`src/rtl/alarm_pulse_driver.sv`:
```
// alarm_pulse_driver: turns 1-cycle trigger/stop/snooze pulses into a timed beep pattern
//
// Ports:
//   clk       system clock, all logic on posedge
//   rst       synchronous active-low reset
//   trigger   1-cycle pulse, start/restart the pattern
//   stop      1-cycle pulse, end the pattern now
//   snooze    1-cycle pulse, silence then restart (only with ALARM_SNOOZE_EN)
//   buzz      registered buzzer/LED drive
//   active    registered, high in ON/OFF
//   snoozing  registered, high in SNOOZE (tied 0 without ALARM_SNOOZE_EN)
//   done      registered 1-cycle pulse when a pattern ends
//
// Optional feature: define ALARM_SNOOZE_EN to build the SNOOZE state.
module alarm_pulse_driver #(
    parameter int TICK_DIV     = 50000,
    parameter int ON_TICKS     = 200,
    parameter int OFF_TICKS    = 300,
    parameter int BURSTS       = 10,
    parameter int SNOOZE_TICKS = 60000
) (
    input  logic clk,
    input  logic rst,
    input  logic trigger,
    input  logic stop,
    input  logic snooze,
    output logic buzz,
    output logic active,
    output logic snoozing,
    output logic done
);
`ifdef ALARM_SNOOZE_EN
    localparam int TMAX0 = (ON_TICKS > OFF_TICKS) ? ON_TICKS : OFF_TICKS;
    localparam int TMAX  = (SNOOZE_TICKS > TMAX0) ? SNOOZE_TICKS : TMAX0;
`else
    localparam int TMAX  = (ON_TICKS > OFF_TICKS) ? ON_TICKS : OFF_TICKS;
    localparam int unused_snooze_ticks = SNOOZE_TICKS;
`endif
    localparam int PW = (TICK_DIV > 1) ? $clog2(TICK_DIV) : 1;
    localparam int TW = (TMAX > 1) ? $clog2(TMAX) : 1;
    localparam int BW = (BURSTS > 1) ? $clog2(BURSTS) : 1;
    localparam logic [PW-1:0] PRE_LAST = PW'(TICK_DIV - 1);
    localparam logic [TW-1:0] ON_LAST  = TW'(ON_TICKS - 1);
    localparam logic [TW-1:0] OFF_LAST = TW'(OFF_TICKS - 1);
    localparam logic [BW-1:0] B_LAST   = BW'((BURSTS > 0) ? BURSTS - 1 : 0);
`ifdef ALARM_SNOOZE_EN
    localparam logic [TW-1:0] SNZ_LAST = TW'(SNOOZE_TICKS - 1);
`endif

    typedef enum logic [1:0] {
        IDLE,
        ON,
        OFF
`ifdef ALARM_SNOOZE_EN
        , SNOOZE
`endif
    } state_t;

    state_t        state_q, state_d;
    logic [PW-1:0] presc_q, presc_d;
    logic [TW-1:0] tick_q, tick_d;
    logic [BW-1:0] burst_q, burst_d;
    logic          buzz_q, buzz_d;
    logic          active_q, active_d;
    logic          snoozing_q, snoozing_d;
    logic          done_q, done_d;
    logic          enter, wrap, expire;
    logic [TW-1:0] last_tick;

    always_comb begin
        state_d   = state_q;
        burst_d   = burst_q;
        done_d    = 1'b0;
        enter     = 1'b0;
        wrap      = presc_q == PRE_LAST;
`ifdef ALARM_SNOOZE_EN
        last_tick = (state_q == SNOOZE) ? SNZ_LAST : (state_q == ON) ? ON_LAST : OFF_LAST;
`else
        last_tick = (state_q == ON) ? ON_LAST : OFF_LAST;
`endif
        expire    = wrap && tick_q == last_tick;
        if (state_q == IDLE) begin
            // stop wins over a simultaneous trigger, so IDLE only leaves on a clean trigger
            if (trigger && !stop) begin
                state_d = ON;
                burst_d = '0;
                enter   = 1'b1;
            end
        end else if (stop) begin
            state_d = IDLE;
            burst_d = '0;
            done_d  = 1'b1;
            enter   = 1'b1;
        end else if (trigger) begin
            state_d = ON;
            burst_d = '0;
            enter   = 1'b1;
`ifdef ALARM_SNOOZE_EN
        end else if (snooze) begin
            // re-entering SNOOZE from SNOOZE restarts the silence timer
            state_d = SNOOZE;
            enter   = 1'b1;
`endif
        end else if (expire) begin
            enter = 1'b1;
            if (state_q == ON) begin
                state_d = OFF;
            end else if (state_q == OFF) begin
                if (BURSTS != 0 && burst_q == B_LAST) begin
                    state_d = IDLE;
                    burst_d = '0;
                    done_d  = 1'b1;
                end else begin
                    state_d = ON;
                    // endless mode never needs the count, so hold it to avoid overflow
                    burst_d = (BURSTS == 0) ? burst_q : burst_q + 1'b1;
                end
            end else begin
                state_d = ON;
                burst_d = '0;
            end
        end
        presc_d    = (enter || state_d == IDLE || wrap) ? '0 : presc_q + 1'b1;
        tick_d     = (enter || state_d == IDLE) ? '0 : wrap ? tick_q + 1'b1 : tick_q;
        buzz_d     = state_d == ON;
        active_d   = state_d == ON || state_d == OFF;
`ifdef ALARM_SNOOZE_EN
        snoozing_d = state_d == SNOOZE;
`else
        snoozing_d = 1'b0;
`endif
    end

    always_ff @(posedge clk) begin
        if (!rst) begin
            state_q    <= IDLE;
            presc_q    <= '0;
            tick_q     <= '0;
            burst_q    <= '0;
            buzz_q     <= 1'b0;
            active_q   <= 1'b0;
            snoozing_q <= 1'b0;
            done_q     <= 1'b0;
        end else begin
            state_q    <= state_d;
            presc_q    <= presc_d;
            tick_q     <= tick_d;
            burst_q    <= burst_d;
            buzz_q     <= buzz_d;
            active_q   <= active_d;
            snoozing_q <= snoozing_d;
            done_q     <= done_d;
        end
    end

`ifndef ALARM_SNOOZE_EN
    logic unused_snooze;
    assign unused_snooze = snooze ^ snoozing_q;
`endif

    assign buzz     = buzz_q;
    assign active   = active_q;
    assign done     = done_q;
`ifdef ALARM_SNOOZE_EN
    assign snoozing = snoozing_q;
`else
    assign snoozing = 1'b0;
`endif
endmodule

```
`config.mk`:
```
export PLATFORM = sky130hd
export DESIGN_NAME = alarm_pulse_driver
export DESIGN_NICKNAME = d
export VERILOG_FILES = /design/src/rtl/alarm_pulse_driver.sv
export SDC_FILE = /design/constraint.sdc
export NUM_CORES = 1
export LEC_CHECK = 0
export ABC_AREA = 1
export BUFFER_PORTS_ARGS = -buffer_cell sky130_fd_sc_hd__buf_2
export CORE_UTILIZATION = 36
export CTS_CLUSTER_DIAMETER = 150
export CTS_CLUSTER_SIZE = 24
export DETAILED_ROUTE_END_ITERATION = 8
export SLEW_MARGIN = 10
export SYNTH_ARGS = -nofsm -noshare
export SYNTH_HDL_FRONTEND = slang
export SYNTH_SLANG_ARGS = --single-unit
```
`constraint.sdc`:
```
create_clock -name clk -period 2.57 [get_ports clk]
set_input_delay 0.257 -clock clk [delete_from_list [all_inputs] [get_ports clk]]
set_output_delay 0.257 -clock clk [all_outputs]
set_load 0.005 [all_outputs]
```
[Yosys cells after proc, flatten, opt, wreduce, memory -nomap -nowiden]
Index checks and enable logic that the tools add are counted.
Operators by class
  add/subtract/negate cells: 3
  multiply operators: 0
  div/mod/pow operators: 0
  order comparisons: 0
  equal/unequal tests: 9
  shift operators: 0
  mux-type cells: 28
  bitwise logic cells: 1
  reductions and logical operators: 13
Operators by type and width (number)
  $mux 4: 8
  $add 16x1->16 const B: 1
  $eq 16x16->1 const B: 1
  $mux 2: 7
  $mux 1: 12
  $add 9x1->9 const B: 1
  $eq 9x9->1: 1
  $mux 9: 1
  $reduce_or 2->1: 3
  $add 4x1->4 const B: 1
  $eq 2x1->1 const B: 2
  $eq 2x2->1 const B: 2
  $eq 4x4->1 const B: 1
  $logic_not 2->1: 2
  $ne 4x4->1 const B: 1
  $reduce_bool 4->1: 1
  $logic_or 1x1->1: 3
  $reduce_and 3->1: 1
  $logic_and 1x1->1: 2
  $ne 2x1->1 const B: 1
  $logic_not 1->1: 1
  $not 1->1: 1
Storage, ports and cells
  bits in registers: 34
  latch bits: 0
  bits in writable memories: 0
  memory bits (read-only): 0
  bits of input ports: 5
  output and inout bits: 4
  memories: 0

[Logic depth before layout (Yosys ltp)]
Gate-level depths: netlist of run 1.
  depth after elaboration: 12
  mapped depth: 17
  gate-level depth less buffers: 16

[Worst setup path after synthesis of run 1]
OpenSTA, ideal clock, no wires.
  path type: reg-to-reg
  start: reg presc_q[0]
  end: reg presc_q[10]
  data arrival time: 2.046 ns
  data required time: 2.506 ns
  slack: 0.461 ns
  cell stages (with the launch flop): 14
  cell sequence: dfxtp_1 -> ha_1 -> nand3_1 -> nor2_2 -> nand3_4 -> nor2_4 -> nand2_2 -> a21oi_1 -> o21ai_0 -> ha_1 -> inv_1 -> nand4_4 -> buf_6 -> nor2_1
On the way
  cells in the longest elaborated chain, start to end: 10
RTL lines
  start, declared: RTL line 60  | logic [PW-1:0] presc_q, presc_d;
  start signal, assigned: RTL line 146  | presc_q <= presc_d;
  $eq 16x16->1: RTL line 75  | wrap = presc_q == PRE_LAST;
  $logic_and 1x1->1: RTL line 81  | expire = wrap && tick_q == last_tick;
  $mux 2: RTL line 104  | end else if (expire) begin
  $mux 2: RTL line 94  | end else if (trigger) begin
  $mux 2: RTL line 89  | end else if (stop) begin
  $mux 2: RTL line 82  | if (state_q == IDLE) begin
  $logic_not 2->1: RTL line 123  | presc_d = (enter || state_d == IDLE || wrap) ? '0 : presc_q + 1'b1;
  $logic_or 1x1->1 (2 in series): RTL line 123
  $reduce_or 2->1 (no line)
Parallel ways exist; a longest one is shown, timed or not.
A chain may end at the register's enable or synchronous reset.

[Final worst setup path of run 1]
  start: reg presc_q[0]
  end: reg tick_q[1]
On the way
  cells in the longest elaborated chain, start to end: 9
RTL lines
  $eq 16x16->1 *: RTL line 75
  $logic_and 1x1->1: RTL line 81
  $mux 2: RTL line 104
  $mux 2: RTL line 94
  $mux 2: RTL line 89
  $mux 2: RTL line 82
  $logic_not 2->1: RTL line 124  | tick_d = (enter || state_d == IDLE) ? '0 : wrap ? tick_q + 1'b1 : tick_q;
  $logic_or 1x1->1: RTL line 124
  $reduce_or 2->1 (no line)
  end signal, assigned: RTL line 147  | tick_q <= tick_d;
  end, declared: RTL line 61  | logic [TW-1:0] tick_q, tick_d;
Every way passes the cells marked *; elsewhere a longest branch is shown, timed or not.

==> flow_results.org, run 1 <==
** Clocking
- Clock tree from TritonCTS :: built
- The tree built by TritonCTS fans out to 34 sinks.
- In this run the number of H-tree levels came out at 2.
- In this run, CTS created clock tree buffers numbering 5.
- Clock transition at the register clock pins on the worst setup and hold paths after CTS :: 0.07 ns
- No sink is reached through more buffers than the 2 on the longest clock path.
- Clock root cell :: sky130_fd_sc_hd__clkbuf_8
- For the worst-skew pair, the clock arrives at the later sink with an insertion delay of between 0.2 and 0.3 ns.
- Number of buffers inserted by hold repair at cts :: 0

** Routing
- Once detail routing completed, the nets flagged for antenna violations numbered 0.
- Final wirelength :: 3160 µm
- DR WL/cell :: 9.60 µm
- DRC Markers :: 0
- For this block, the via count after detailed routing is 1479.
- Using the TritonRoute via totals, the vias-per-cell ratio works out to 4.50.
- First-iteration detailed-routing DRC count :: 57
- For this run, the detailed router's first-pass iteration total came to 4.

** Layout
- Area added between synthesis and finish :: 14.7%
- Top library cells by usage in the layout, fill and taps aside :: 51 x sky130_fd_sc_hd__nor2_1, 37 x sky130_fd_sc_hd__inv_1, 34 x sky130_fd_sc_hd__nand2_1, 34 x sky130_fd_sc_hd__dfxtp_1, 20 x sky130_fd_sc_hd__nand3_1
- Fill cells in the final layout number 489.
- Final design instance area without fill :: 0.00208 mm²
- Count of nets after finishing :: between 200 and 300
- The library cell used most frequently in the layout, excluding fill and tap cells, is sky130_fd_sc_hd__nor2_1.
- Antenna diode instance count :: 0
- Multi-input gate area in the final layout :: 995 µm²
- End-of-flow core utilization :: 43.4%
- Of the cells placed in the final design, the portion with a size suffix greater than 1 is 12.2%.
- Footprint of the flip-flops and latches :: 681 µm²

** Global route
- Global-route wire length before repair :: ~5300 µm
- Entering global routing, the biggest net connects 17 pins.
- Global routing consumed, over all layers together, 13.0% of the routing resources.
- The number of global-route vias before repair came to 1322.
- Initial antenna violation count :: 0
- For this run the aggregate overflow at the end of global routing stands at 0.

** Placed design
- Half-perimeter wire length after placement :: 2220 µm
- During placement, the flow inserted port buffers numbering 6.
- Placed Instance Area :: 0.00191 mm²
- Final weighted congestion in routability-driven placement :: between 0.8 and 0.9
- Before CTS, the worst setup slack after placement is 0.147 ns.

** STA
- Final period util :: 88.7%
- Max Slew Vio Count :: 0
- Worst path setup slack after routing :: 0.291 ns
- The tightest hold path in the finished design has a slack of 0.278 ns.
- Setup violations remaining at the end of the flow were counted as 0.
- Final critical path time including I/O delays and setup :: 2.28 ns
- Clock skew after layout :: about 0.0036 ns
- After routing, the total negative slack on setup checks comes to 0 ns.
- Final number of hold-violating endpoints :: 0
- For this run, the top clock speed supported by timing is between 400 and 500 MHz.
- RSZ-0062 raised after global routing :: no

** Floorplan
- Count of boundary I/O pins :: 9
- Measured along the y axis, the die boundary spans approximately 73 µm.
- Core Region :: 0.00479 mm²
- Horizontal die dimension :: 72.9 µm
- Initial core utilization :: 37.8%
- The die covers around 0.0053 mm².
- Row cnt :: 25

** Worst setup path
- Cells along the critical path :: ha_1 -> nand3_2 -> nor2_2 -> nand3_4 -> nor2_4 -> nand2_2 -> a21oi_1 -> o21ai_0 -> ha_1 -> inv_2 -> nand3_4 -> a21oi_1
- Critical Path RT :: 2.79 ns
- Largest fanout of any net on the critical path :: 9
- The number of buffers and inverters on the critical path is 1.
- Endpoint class of the critical path :: flip-flop
- Startpoint type of the worst setup path :: flip-flop
- Among all stages on the critical path, the largest delay is contributed by sky130_fd_sc_hd__dfxtp_1.
- For this run, the slowest stage of the critical path takes 0.35 ns.
- The setup path with the least slack is of type flip-flop to flip-flop.
- STA puts the critical path data arrival time at 2.50 ns.
- In this run the number of cells on the critical path is 12.
- Measured in cells, the most critical reg-to-reg path has a length of 12.
- Dominant delay contributor by cell family on the critical path :: simple AND/OR/NAND/NOR gates

** Power and ir drop
- Switching share of total power :: 20.4%
- Cell Pwr Density :: 565 mW/mm²
- For this design the static power due to leakage is 0.789 nW.
- Of the total power, the clock network draws 50.6%.
- In this run the power spent charging and discharging nets is 0.000239 W.
- Worst VDD drop :: 284 µV
- Combinational logic is responsible for between 3 and 4% of the overall power.
- Internal portion of total power :: roughly 0.00093 W
- Registers are responsible for 45.5% of the overall power.

** Synth
- Sequential fraction of the synthesis area :: 37.6%
- Synthesis produced 249 cells.
- Counting flops and latches in the post-synthesis netlist gives 34.
- Post-Syn Area :: 0.00181 mm²
- Warning count from the yosys run :: 0
- Synth Net Count :: 260
- Counting distinct cell types in the post-synthesis netlist gives 27.
- Mean post-synth cell area :: 7.27 µm²

** Run
- The tool flagged a number of max-cap violations equal to 0.

** Hold path
- The worst hold path was traced through 3 stages.
- Class of the tightest hold or removal check :: input port to flip-flop

** Outcome
- The run finished with clean final reports.
==> registers in the layout, summed over array words and instances (netlist names) <==
register  cells
active        1
state_q       2
burst_q       4
buzz          1
presc_q      16
tick_q        9
done          1
==> layer usage <==
layer  GRT usage (%)  up-vias  part of all wire [%]  wire length, µm
met1            16.0      661                    51             1620
met4            4.58        0                  0.79               25
li1                -      799                     -                -
met5               0        -                     0                0
met3            4.14        4                   3.0               95
met2            21.3       15                    45             1420
==> worst paths after layout <==
kind	start	end	slack [ns]
worst min register to register	presc_q[0]	presc_q[0]	0.45
worst max register to register	presc_q[0]	tick_q[1]	0.29
worst max-delay path	presc_q[0]	tick_q[1]	0.29
worst min-delay path	stop	done	0.28
==> through the flow <==
stage                     power (W)  instances
after global placement     0.000586        320
after global routing        0.00122        329
after floorplan            0.000575        249
after CTS                   0.00118        328
final                       0.00117        329
after detailed placement   0.000586        320
==> final cells by class <==
| type | instances | area share, % |
|---|---|---|
| clock buffers | 5 | 3.31 |
| clock inverters | 3 | 3.31 |
| inverters | 40 | 7.23 |
| multi-input cells | 174 | 47.9 |
| flip-flops and latches | 34 | 32.8 |
| well taps | 67 | 4.04 |
| repair buffers | 6 | 1.45 |
==> timing repair <==
action	CTS	global route
endpoints found under the setup margin	0	25
gates resized for setup	0	4
setup buffers	0	0
==> worst reg2reg max path: stages (launching register included) <==
cell	delay, ns
sky130_fd_sc_hd__dfxtp_1	0.35
sky130_fd_sc_hd__ha_1	0.23
sky130_fd_sc_hd__nand3_2	0.13
sky130_fd_sc_hd__nor2_2	0.14
sky130_fd_sc_hd__nand3_4	0.15
sky130_fd_sc_hd__nor2_4	0.14
sky130_fd_sc_hd__nand2_2	0.09
sky130_fd_sc_hd__a21oi_1	0.13
sky130_fd_sc_hd__o21ai_0	0.18
sky130_fd_sc_hd__ha_1	0.25
sky130_fd_sc_hd__inv_2	0.13
sky130_fd_sc_hd__nand3_4	0.15
sky130_fd_sc_hd__a21oi_1	0.15
==> cells in the mapped netlist <==
| library cell | instances | area [µm²] |
|---|---|---|
| sky130_fd_sc_hd__nor2_1 | 51 | 191 |
| sky130_fd_sc_hd__inv_1 | 38 | 143 |
| sky130_fd_sc_hd__dfxtp_1 | 34 | 681 |
| sky130_fd_sc_hd__nand2_1 | 34 | 128 |
| sky130_fd_sc_hd__nand3_1 | 21 | 105 |
| sky130_fd_sc_hd__a21oi_1 | 12 | 60.1 |
| sky130_fd_sc_hd__xor2_1 | 12 | 105 |
| sky130_fd_sc_hd__xnor2_1 | 9 | 78.8 |
| sky130_fd_sc_hd__ha_1 | 6 | 75.1 |
| sky130_fd_sc_hd__nand2_2 | 4 | 25.0 |
| sky130_fd_sc_hd__nand4_1 | 4 | 25.0 |
| sky130_fd_sc_hd__nor3_1 | 3 | 15.0 |
| sky130_fd_sc_hd__nor4_1 | 3 | 18.8 |
| sky130_fd_sc_hd__inv_2 | 2 | 7.51 |
| sky130_fd_sc_hd__nand2_4 | 2 | 22.5 |
| sky130_fd_sc_hd__nor2_4 | 2 | 22.5 |
| sky130_fd_sc_hd__o21ai_0 | 2 | 10.0 |
| sky130_fd_sc_hd__a31oi_1 | 1 | 6.26 |
| sky130_fd_sc_hd__buf_4 | 1 | 7.51 |
| sky130_fd_sc_hd__buf_6 | 1 | 11.3 |
| sky130_fd_sc_hd__conb_1 | 1 | 3.75 |
| sky130_fd_sc_hd__nand3_2 | 1 | 10.0 |
| sky130_fd_sc_hd__nand3_4 | 1 | 17.5 |
| sky130_fd_sc_hd__nand3b_1 | 1 | 7.51 |
| sky130_fd_sc_hd__nand4_4 | 1 | 21.3 |
| sky130_fd_sc_hd__nor2_2 | 1 | 6.26 |
| sky130_fd_sc_hd__or2_2 | 1 | 6.26 |
==> logic make-up (layout without fill, tap and decap cells) <==
family	count (synthesis)	after routing	share of synthesized area (%)
AOI/OAI and AO/OA	15	15	4.22
buffers and inverters	42	54	9.33
other	1	1	0.207
xor gates and xnor gates	21	21	10.2
and+or+nand+nor	130	131	34.3
DFF	34	34	37.6
adders and majority gates	6	6	4.15
==> power groups by stage <==
stage          sequential (W)  combinational, W  clock [W]
2_1_floorplan        0.000545         0.0000297          0
3_3_place_gp         0.000545         0.0000404          0
3_5_place_dp         0.000545         0.0000408          0
4_1_cts              0.000533         0.0000410   0.000608
5_1_grt              0.000534         0.0000522   0.000635
6_report             0.000533         0.0000454   0.000594
(Power assumes the default switching activity.)
==> run 2: changes to the inputs <==
--- a/config.mk
+++ b/config.mk
@@ -11,6 +11,7 @@
 export CTS_CLUSTER_DIAMETER = 150
 export CTS_CLUSTER_SIZE = 24
 export DETAILED_ROUTE_END_ITERATION = 8
+export PLACE_DENSITY = 0.56
 export SLEW_MARGIN = 10
 export SYNTH_ARGS = -nofsm -noshare
 export SYNTH_HDL_FRONTEND = slang
==> run 2 against run 1 <==
  * Non-clock buffer count up 1
  * Largest cell class unchanged
  * Clock skew barely moved
  * Setup slack lost 0.036 ns
  * Highest routed layer unchanged
  * Cell area down 1.9%
  * Clock-buffer cell count rose by 2
==> flow_results.org, run 2 (synthesis results as in run 1) <==
** Outcome
- Status :: complete, no violations

** Power and ir drop
- IR analysis of the VDD net gives a maximum drop of 249 µV.
- Cell Pwr Density :: 520 mW/mm²
- Total power for the finished layout comes to 0.00106 W.
- Summed over all cells, the static leakage comes to 0.776 nW.

** STA
- Max Slew Vio Count :: 0
- Final critical path time including I/O delays and setup :: 2.32 ns
- Setup Total Neg Slack :: 0 ns
- Final number of hold-violating endpoints :: 0
- On the final layout, the worst clock skew is 0.00386 ns.
- Of the available clock period, the critical path in the final layout requires roughly 90%.
- Final setup violation count :: 0
- F_max :: 432 MHz

** Worst setup path
- For the worst setup path, the data arrival time is between 2 and 3 ns.
- STA puts the critical path data required time at 2.79 ns.
- In this run the critical register-to-register path is launched from presc_q[0].
- In this run the critical register-to-register path is captured at presc_q[3].
- The largest single stage delay on the critical path is 0.35 ns.
- The critical path goes through ha_1 -> nand3_2 -> nor2_2 -> nand3_4 -> nor2_4 -> nand2_2 -> a21oi_1 -> o21ai_0 -> ha_1 -> inv_1 -> nand4_2 -> nor2_1.
- Critical Path Start :: presc_q[0]
- Startpoint type of the worst setup path :: flip-flop
- The critical path is of the flip-flop to flip-flop type.
- Among cell families on the critical path, the largest total delay comes from simple AND/OR/NAND/NOR gates.
- Levels on crit path :: 12
- STA classifies the critical path endpoint as a flip-flop.
- For flop-to-flop paths, the worst setup slack is 0.25 ns.
- Combined buffer and inverter count along the critical path :: 1
- For this design, the slowest cell found on the critical path is sky130_fd_sc_hd__dfxtp_1.
- Largest fanout of any net on the critical path :: 8
- Capture point of the worst path :: presc_q[3]
- R2r worst-path depth :: 12
- Counting stages on the worst path, the most repeated cell is sky130_fd_sc_hd__ha_1.

** Layout
- Leaving out fill and tap cells, the most frequent cell in the layout is sky130_fd_sc_hd__nor2_1.
- The library cells used most frequently in the layout, excluding fill and tap cells, are 51 x sky130_fd_sc_hd__nor2_1, 38 x sky130_fd_sc_hd__inv_1, 34 x sky130_fd_sc_hd__nand2_1, 34 x sky130_fd_sc_hd__dfxtp_1, 20 x sky130_fd_sc_hd__nand3_1.
- Fraction of final layout cells with drive strength greater than 1 :: 11.4%
- Most flop-heavy register :: presc_q
- At the end of the flow, the number of nets in the layout was 273.
- Area added between synthesis and finish :: 12.5%
- The finished cells cover 0.00204 mm².
- The register with the most flip-flops in the layout has 16 of them.
- Antenna diode instance count :: 0
- The largest registers in the layout are presc_q x16, tick_q x9, burst_q x4.

** Floorplan
- Measured along the x axis, the die boundary spans 72.9 µm.
- The floorplan has 25 rows.
- Count of boundary I/O pins :: 9
- The floorplan step defined a die boundary enclosing 0.00532 mm².
- Initial core utilization :: 37.8%
- The floorplan step set the die height to 72.9 µm.
- The region available for standard cell placement spans approximately 0.0048 mm².

** Placed design
- The congestion estimate from routability-driven global placement came to 0.804.
- Half-perimeter wire length after placement :: 2240 µm
- Summing all placed instances gives a cell area of between 0.0015 and 0.002 mm².
- Port buffering added 6 buffers.

** Global route
- Vias in the first global route :: roughly 1400
- The initial antenna violation count was 0.
- Entering global routing, the biggest net connects 17 pins.
- Global-route wire length before repair :: between 5000 and 6000 µm
- GRT Resource Usage Total :: ~14%
- For this run the aggregate overflow at the end of global routing stands at 0.

** Routing
- The count of nets left with antenna violations once routing finished came out at 0.
- Drt first pass iters :: 4
- Via density per instance :: roughly 4.5
- Final wirelength :: 3260 µm
- Total number of vias :: 1476
- First-iteration detailed-routing DRC count :: 55
- DRC Markers :: 0
- Dividing the detail-routed wire length by the instance count gives 9.88 µm.

** Hold path
- The tightest min-delay check is of the input port to flip-flop type.

** Clocking
- Deepest level of the CTS H-tree :: 2
- Clock root cell :: sky130_fd_sc_hd__clkbuf_8
- Clock tree synthesis inserted a total of 5 buffers.
- Clock tree from TritonCTS :: built
- Sinks on the clock net :: 34
- Maximum buffer depth of the clock tree :: 2
- Post-CTS setup buffers :: 0
- Worst-Skew Late Latency :: 0.29 ns
- Clock transition at the register clock pins on the worst setup and hold paths after CTS :: about 0.07 ns
- Buffers inserted to repair hold after CTS numbered 0.

** Run
- Count of maximum capacitance violations :: 0
run 2: area by class of cell:
class / instances / area [µm²]
fill: 533 / 2750
multi-input combinational: 174 / 978
sequential: 34 / 681
inverter: 40 / 150
tap: 67 / 83.8
clock buffer: 7 / 76.3
timing repair buffer: 7 / 37.5
clock inverter: 1 / 30.0
run 2: metrics by stage:
stage          hold slack [ns]  setup WS (ns)  utilization (%)  instances
6_report                 0.272          0.255             42.6        330
3_3_place_gp             0.433          0.216             40.0        321
5_1_grt                  0.289        -0.0212             42.6        330
2_1_floorplan            0.350          0.461                -        249
4_1_cts                  0.251          0.165             42.2        329
3_5_place_dp             0.445          0.183             40.0        321
run 2: worst register-to-register path, stage by stage, from the launching register on:
cell	delay [ns]
sky130_fd_sc_hd__dfxtp_1	0.35
sky130_fd_sc_hd__ha_1	0.23
sky130_fd_sc_hd__nand3_2	0.13
sky130_fd_sc_hd__nor2_2	0.14
sky130_fd_sc_hd__nand3_4	0.14
sky130_fd_sc_hd__nor2_4	0.13
sky130_fd_sc_hd__nand2_2	0.09
sky130_fd_sc_hd__a21oi_1	0.13
sky130_fd_sc_hd__o21ai_0	0.14
sky130_fd_sc_hd__ha_1	0.21
sky130_fd_sc_hd__inv_1	0.15
sky130_fd_sc_hd__nand4_2	0.24
sky130_fd_sc_hd__nor2_1	0.15
run 2: per-layer routing:
layer / track usage [%] / vias to the layer above / part of all wire, %
li1: - / 800 / -
met1: 17.0 / 657 / 50
met2: 22.9 / 13 / 45
met3: 4.97 / 6 / 3.7
met4: 4.58 / 0 / 1.3
met5: 0 / - / 0
run 2: repair_timing:
item,4_1_cts,5_1_grt
resized for setup,0,1
setup endpoints to repair,0,17
hold endpoints to repair,0,0
run 2: worst min path at each step:
stage	from	end	depth (start not counted)
3_5_place_dp	presc_q[0]	presc_q[0]	1
6_report	rst	active	3
5_1_grt	rst	active	3
3_3_place_gp	presc_q[0]	presc_q[0]	1
2_1_floorplan	rst	active	2
4_1_cts	rst	active	3
run 2: power breakdown:
group / internal, W / switching (W)
sequential: 0.000531 / 0.00000259
clock: 0.000290 / 0.000193
combinational: 0.0000134 / 0.0000283
total: 0.000834 / 0.000224
==> run 3: changes to the inputs <==
--- a/config.mk
+++ b/config.mk
@@ -6,12 +6,13 @@
 export NUM_CORES = 1
 export LEC_CHECK = 0
 export ABC_AREA = 1
-export BUFFER_PORTS_ARGS = -buffer_cell sky130_fd_sc_hd__buf_2
 export CORE_UTILIZATION = 36
 export CTS_CLUSTER_DIAMETER = 150
 export CTS_CLUSTER_SIZE = 24
 export DETAILED_ROUTE_END_ITERATION = 8
-export PLACE_DENSITY = 0.56
+export DONT_BUFFER_PORTS = 1
+export PLACE_DENSITY = 0.54
+export SKIP_CTS_REPAIR_TIMING = 1
 export SLEW_MARGIN = 10
 export SYNTH_ARGS = -nofsm -noshare
 export SYNTH_HDL_FRONTEND = slang
==> run 3 against run 2 <==
  * Die area stayed put
  * Critical path depth stayed put
  * Critical endpoint is now presc_q[0]
  * Setup slack better by 0.052 ns
  * Critical path type unchanged
  * Cell count is 2.1% lower
  * Cell area is 2.4% lower
  * Total power is 11% lower
  * Largest cell class unchanged
  * Clock power is 24% lower
==> flow_results.org, run 3 (synthesis results as in run 1) <==
** Worst setup path
- STA classifies the critical path endpoint as a flip-flop.
- The worst setup path is of the flip-flop to flip-flop kind.
- For the worst flop-to-flop path, the logic depth is 12.
- Data arrives at the worst endpoint at 2.47 ns.
- The startpoint identified for the worst register-to-register timing path is presc_q[0].
- STA classifies the critical path startpoint as a flip-flop.
- Critical Path RT :: 2.78 ns
- The endpoint identified for the worst register-to-register timing path is presc_q[0].
- The most critical setup path has its startpoint at presc_q[0].
- Worst-case register-to-register setup slack :: between 0.3 and 0.4 ns
- Along the worst path, the maximum fanout reaches 8.

** Floorplan
- Horizontal die dimension :: 72.9 µm
- Count of boundary I/O pins :: 9
- Row cnt :: 25
- The floorplan step defined a die boundary enclosing 0.00532 mm².
- Core Region :: between 0.004 and 0.005 mm²
- Vert. Die Dim :: 72.9 µm
- Initial core utilization :: between 30% and 40%

** Hold path
- Count of cells along the worst hold path :: 2
- The min-delay analysis places its worst path in the category input port to flip-flop.
- In this run the most critical hold path is launched from rst.
- The worst hold path terminates at active.

** Layout
- Max reg flops :: 16
- Largest regs :: presc_q x16, tick_q x9, burst_q x4
- presc_q holds more flip-flops than any other register.
- The post-route netlist has 8.98% of its cells at a drive strength greater than 1.
- The top cell types in the final layout, fill and taps aside, are 51 x sky130_fd_sc_hd__nor2_1, 37 x sky130_fd_sc_hd__inv_1, 34 x sky130_fd_sc_hd__nand2_1, 34 x sky130_fd_sc_hd__dfxtp_1, 21 x sky130_fd_sc_hd__nand3_1.
- 0 antenna diodes ended up in the layout.
- In the final layout, the multi-input gates occupy 990 µm².
- Footprint of the flip-flops and latches :: 681 µm²
- After the last flow step, the layout net total stands at 267.
- Most common library cell in the layout ignoring fill and taps :: sky130_fd_sc_hd__nor2_1
- Number of fill cells in the layout :: 522
- From synthesis to final layout, the design area changed by 9.81%.

** Clocking
- The clock passes through at most 2 buffers.
- TritonCTS built the clock tree.
- The root buffer cell chosen for the clock tree is sky130_fd_sc_hd__clkbuf_8.
- Clock tree synthesis inserted a total of 5 buffers.
- Counting every sink on the clock net gives 34.
- Clock-pin slew was measured on the worst setup and hold paths at 0.07 ns.
- Deepest level of the CTS H-tree :: 2
- The clock reaches the later pin of the worst-skew pair after approximately 0.28 ns.

** Routing
- The first routing iteration left 82 violations.
- After detailed routing, the number of remaining DRC violations is 0.
- For this run, the detailed router's first-pass iteration total came to 4.
- Via density per instance :: 4.51
- Final wirelength :: 3200 µm
- Antenna-violating nets left :: 0
- The detailed router placed around 1500 vias in this run.
- After detailed routing, the average wire length per cell comes to slightly below 10 µm.

** STA
- Final setup violation count :: 0
- After layout, the worst path uses about nine tenths of the clock period.
- Setup repair after global routing left no endpoint under its margin.
- Counting I/O delays and the setup requirement, the final critical path takes ~2.3 ns.
- Setup total negative slack on the finished layout was measured at 0 ns.
- The count of final max-slew check failures is 0.
- Clock skew after layout :: a little under 0.007 ns
- Final number of hold-violating endpoints :: 0
- Based on the critical path, the design can be clocked at up to 442 MHz.

** Global route
- Global-route wire length before repair :: about 5700 µm
- Vias in the first global route :: 1351
- In the global route stage, overall resource usage came out at 13.9%.
- Entering global routing, the biggest net connects 17 pins.
- Global routing finished with a remaining overflow of 0.
- The initial antenna violation count was 0.

** Power and ir drop
- Power spread over the standard cell area amounts to 472 mW/mm².
- Power consumption :: ~0.00094 W
- Summed over all cells, the static leakage comes to 0.735 nW.
- Worst VDD drop :: 286 µV

** Outcome
- Status :: complete, no violations

** Placed design
- Input and output buffers added on the ports amount to 0.
- After legalization and detailed placement, the total HPWL measured approximately 2300 µm.
- At the end of routability-driven placement, the weighted congestion stood at 0.811.

** Run
- Across the run, the number of max-cap violations was 0.
run 3: per-stage QoR:
step | std cells | setup WS, ns | area, µm² | hold slack, ns | utilization, %
after floorplan | 249 | 0.461 | 1810 | 0.350 | -
after global placement | 315 | 0.232 | 1880 | 0.363 | 39.3
after detailed placement | 315 | 0.200 | 1880 | 0.360 | 39.3
after CTS | 322 | 0.183 | 1960 | 0.0637 | 40.9
after global routing | 323 | 0.00335 | 1990 | 0.0548 | 41.5
final | 323 | 0.306 | 1990 | 0.0727 | 41.5
run 3: power by group:
part / leakage, nW / internal (W) / total [W] / switching, W
sequential: 0.275 / 0.000531 / 0.000534 / 0.00000293
combinational: 0.422 / 0.0000122 / 0.0000384 / 0.0000262
clock: 0.0383 / 0.000186 / 0.000366 / 0.000180
run 3: how the worst max path moves through the flow:
| stage | slack [ns] | depth (start not counted) | end |
|---|---|---|---|
| after floorplan | 0.46 | 13 | presc_q[10] |
| after global placement | 0.23 | 12 | presc_q[13] |
| after detailed placement | 0.20 | 12 | presc_q[11] |
| after CTS | 0.18 | 12 | presc_q[6] |
| after global routing | 0.003 | 12 | presc_q[13] |
| final | 0.31 | 12 | presc_q[0] |
run 3: layout make-up:
class | count | share of cell area (%)
Timing Repair Buffer | 1 | 0.378
Clock buffer | 7 | 3.84
Tap cell | 67 | 4.22
Multi-Input combinational cell | 174 | 49.8
Sequential cell | 34 | 34.2
Inverter | 40 | 7.55
run 3: critical path, stage by stage, from the launching register on:
cell and delay, ns:
sky130_fd_sc_hd__dfxtp_1 0.35, sky130_fd_sc_hd__ha_1 0.21, sky130_fd_sc_hd__nand3_1 0.16, sky130_fd_sc_hd__nor2_2 0.17
sky130_fd_sc_hd__nand3_4 0.15, sky130_fd_sc_hd__nor2_4 0.14, sky130_fd_sc_hd__nand2_2 0.10, sky130_fd_sc_hd__a21oi_1 0.13
sky130_fd_sc_hd__o21ai_0 0.13, sky130_fd_sc_hd__ha_1 0.21, sky130_fd_sc_hd__inv_2 0.13, sky130_fd_sc_hd__nand4_4 0.19
sky130_fd_sc_hd__nor2_1 0.13
run 3: layer usage:
| metal | vias to the layer above | GRT usage [%] | part of all wire [%] |
|---|---|---|---|
| met3 | 2 | 4.97 | 2.3 |
| met2 | 16 | 21.6 | 43 |
| met4 | 0 | 4.58 | 0.47 |
| met1 | 654 | 18.0 | 54 |
| met5 | - | 0 | 0 |
| li1 | 786 | - | - |
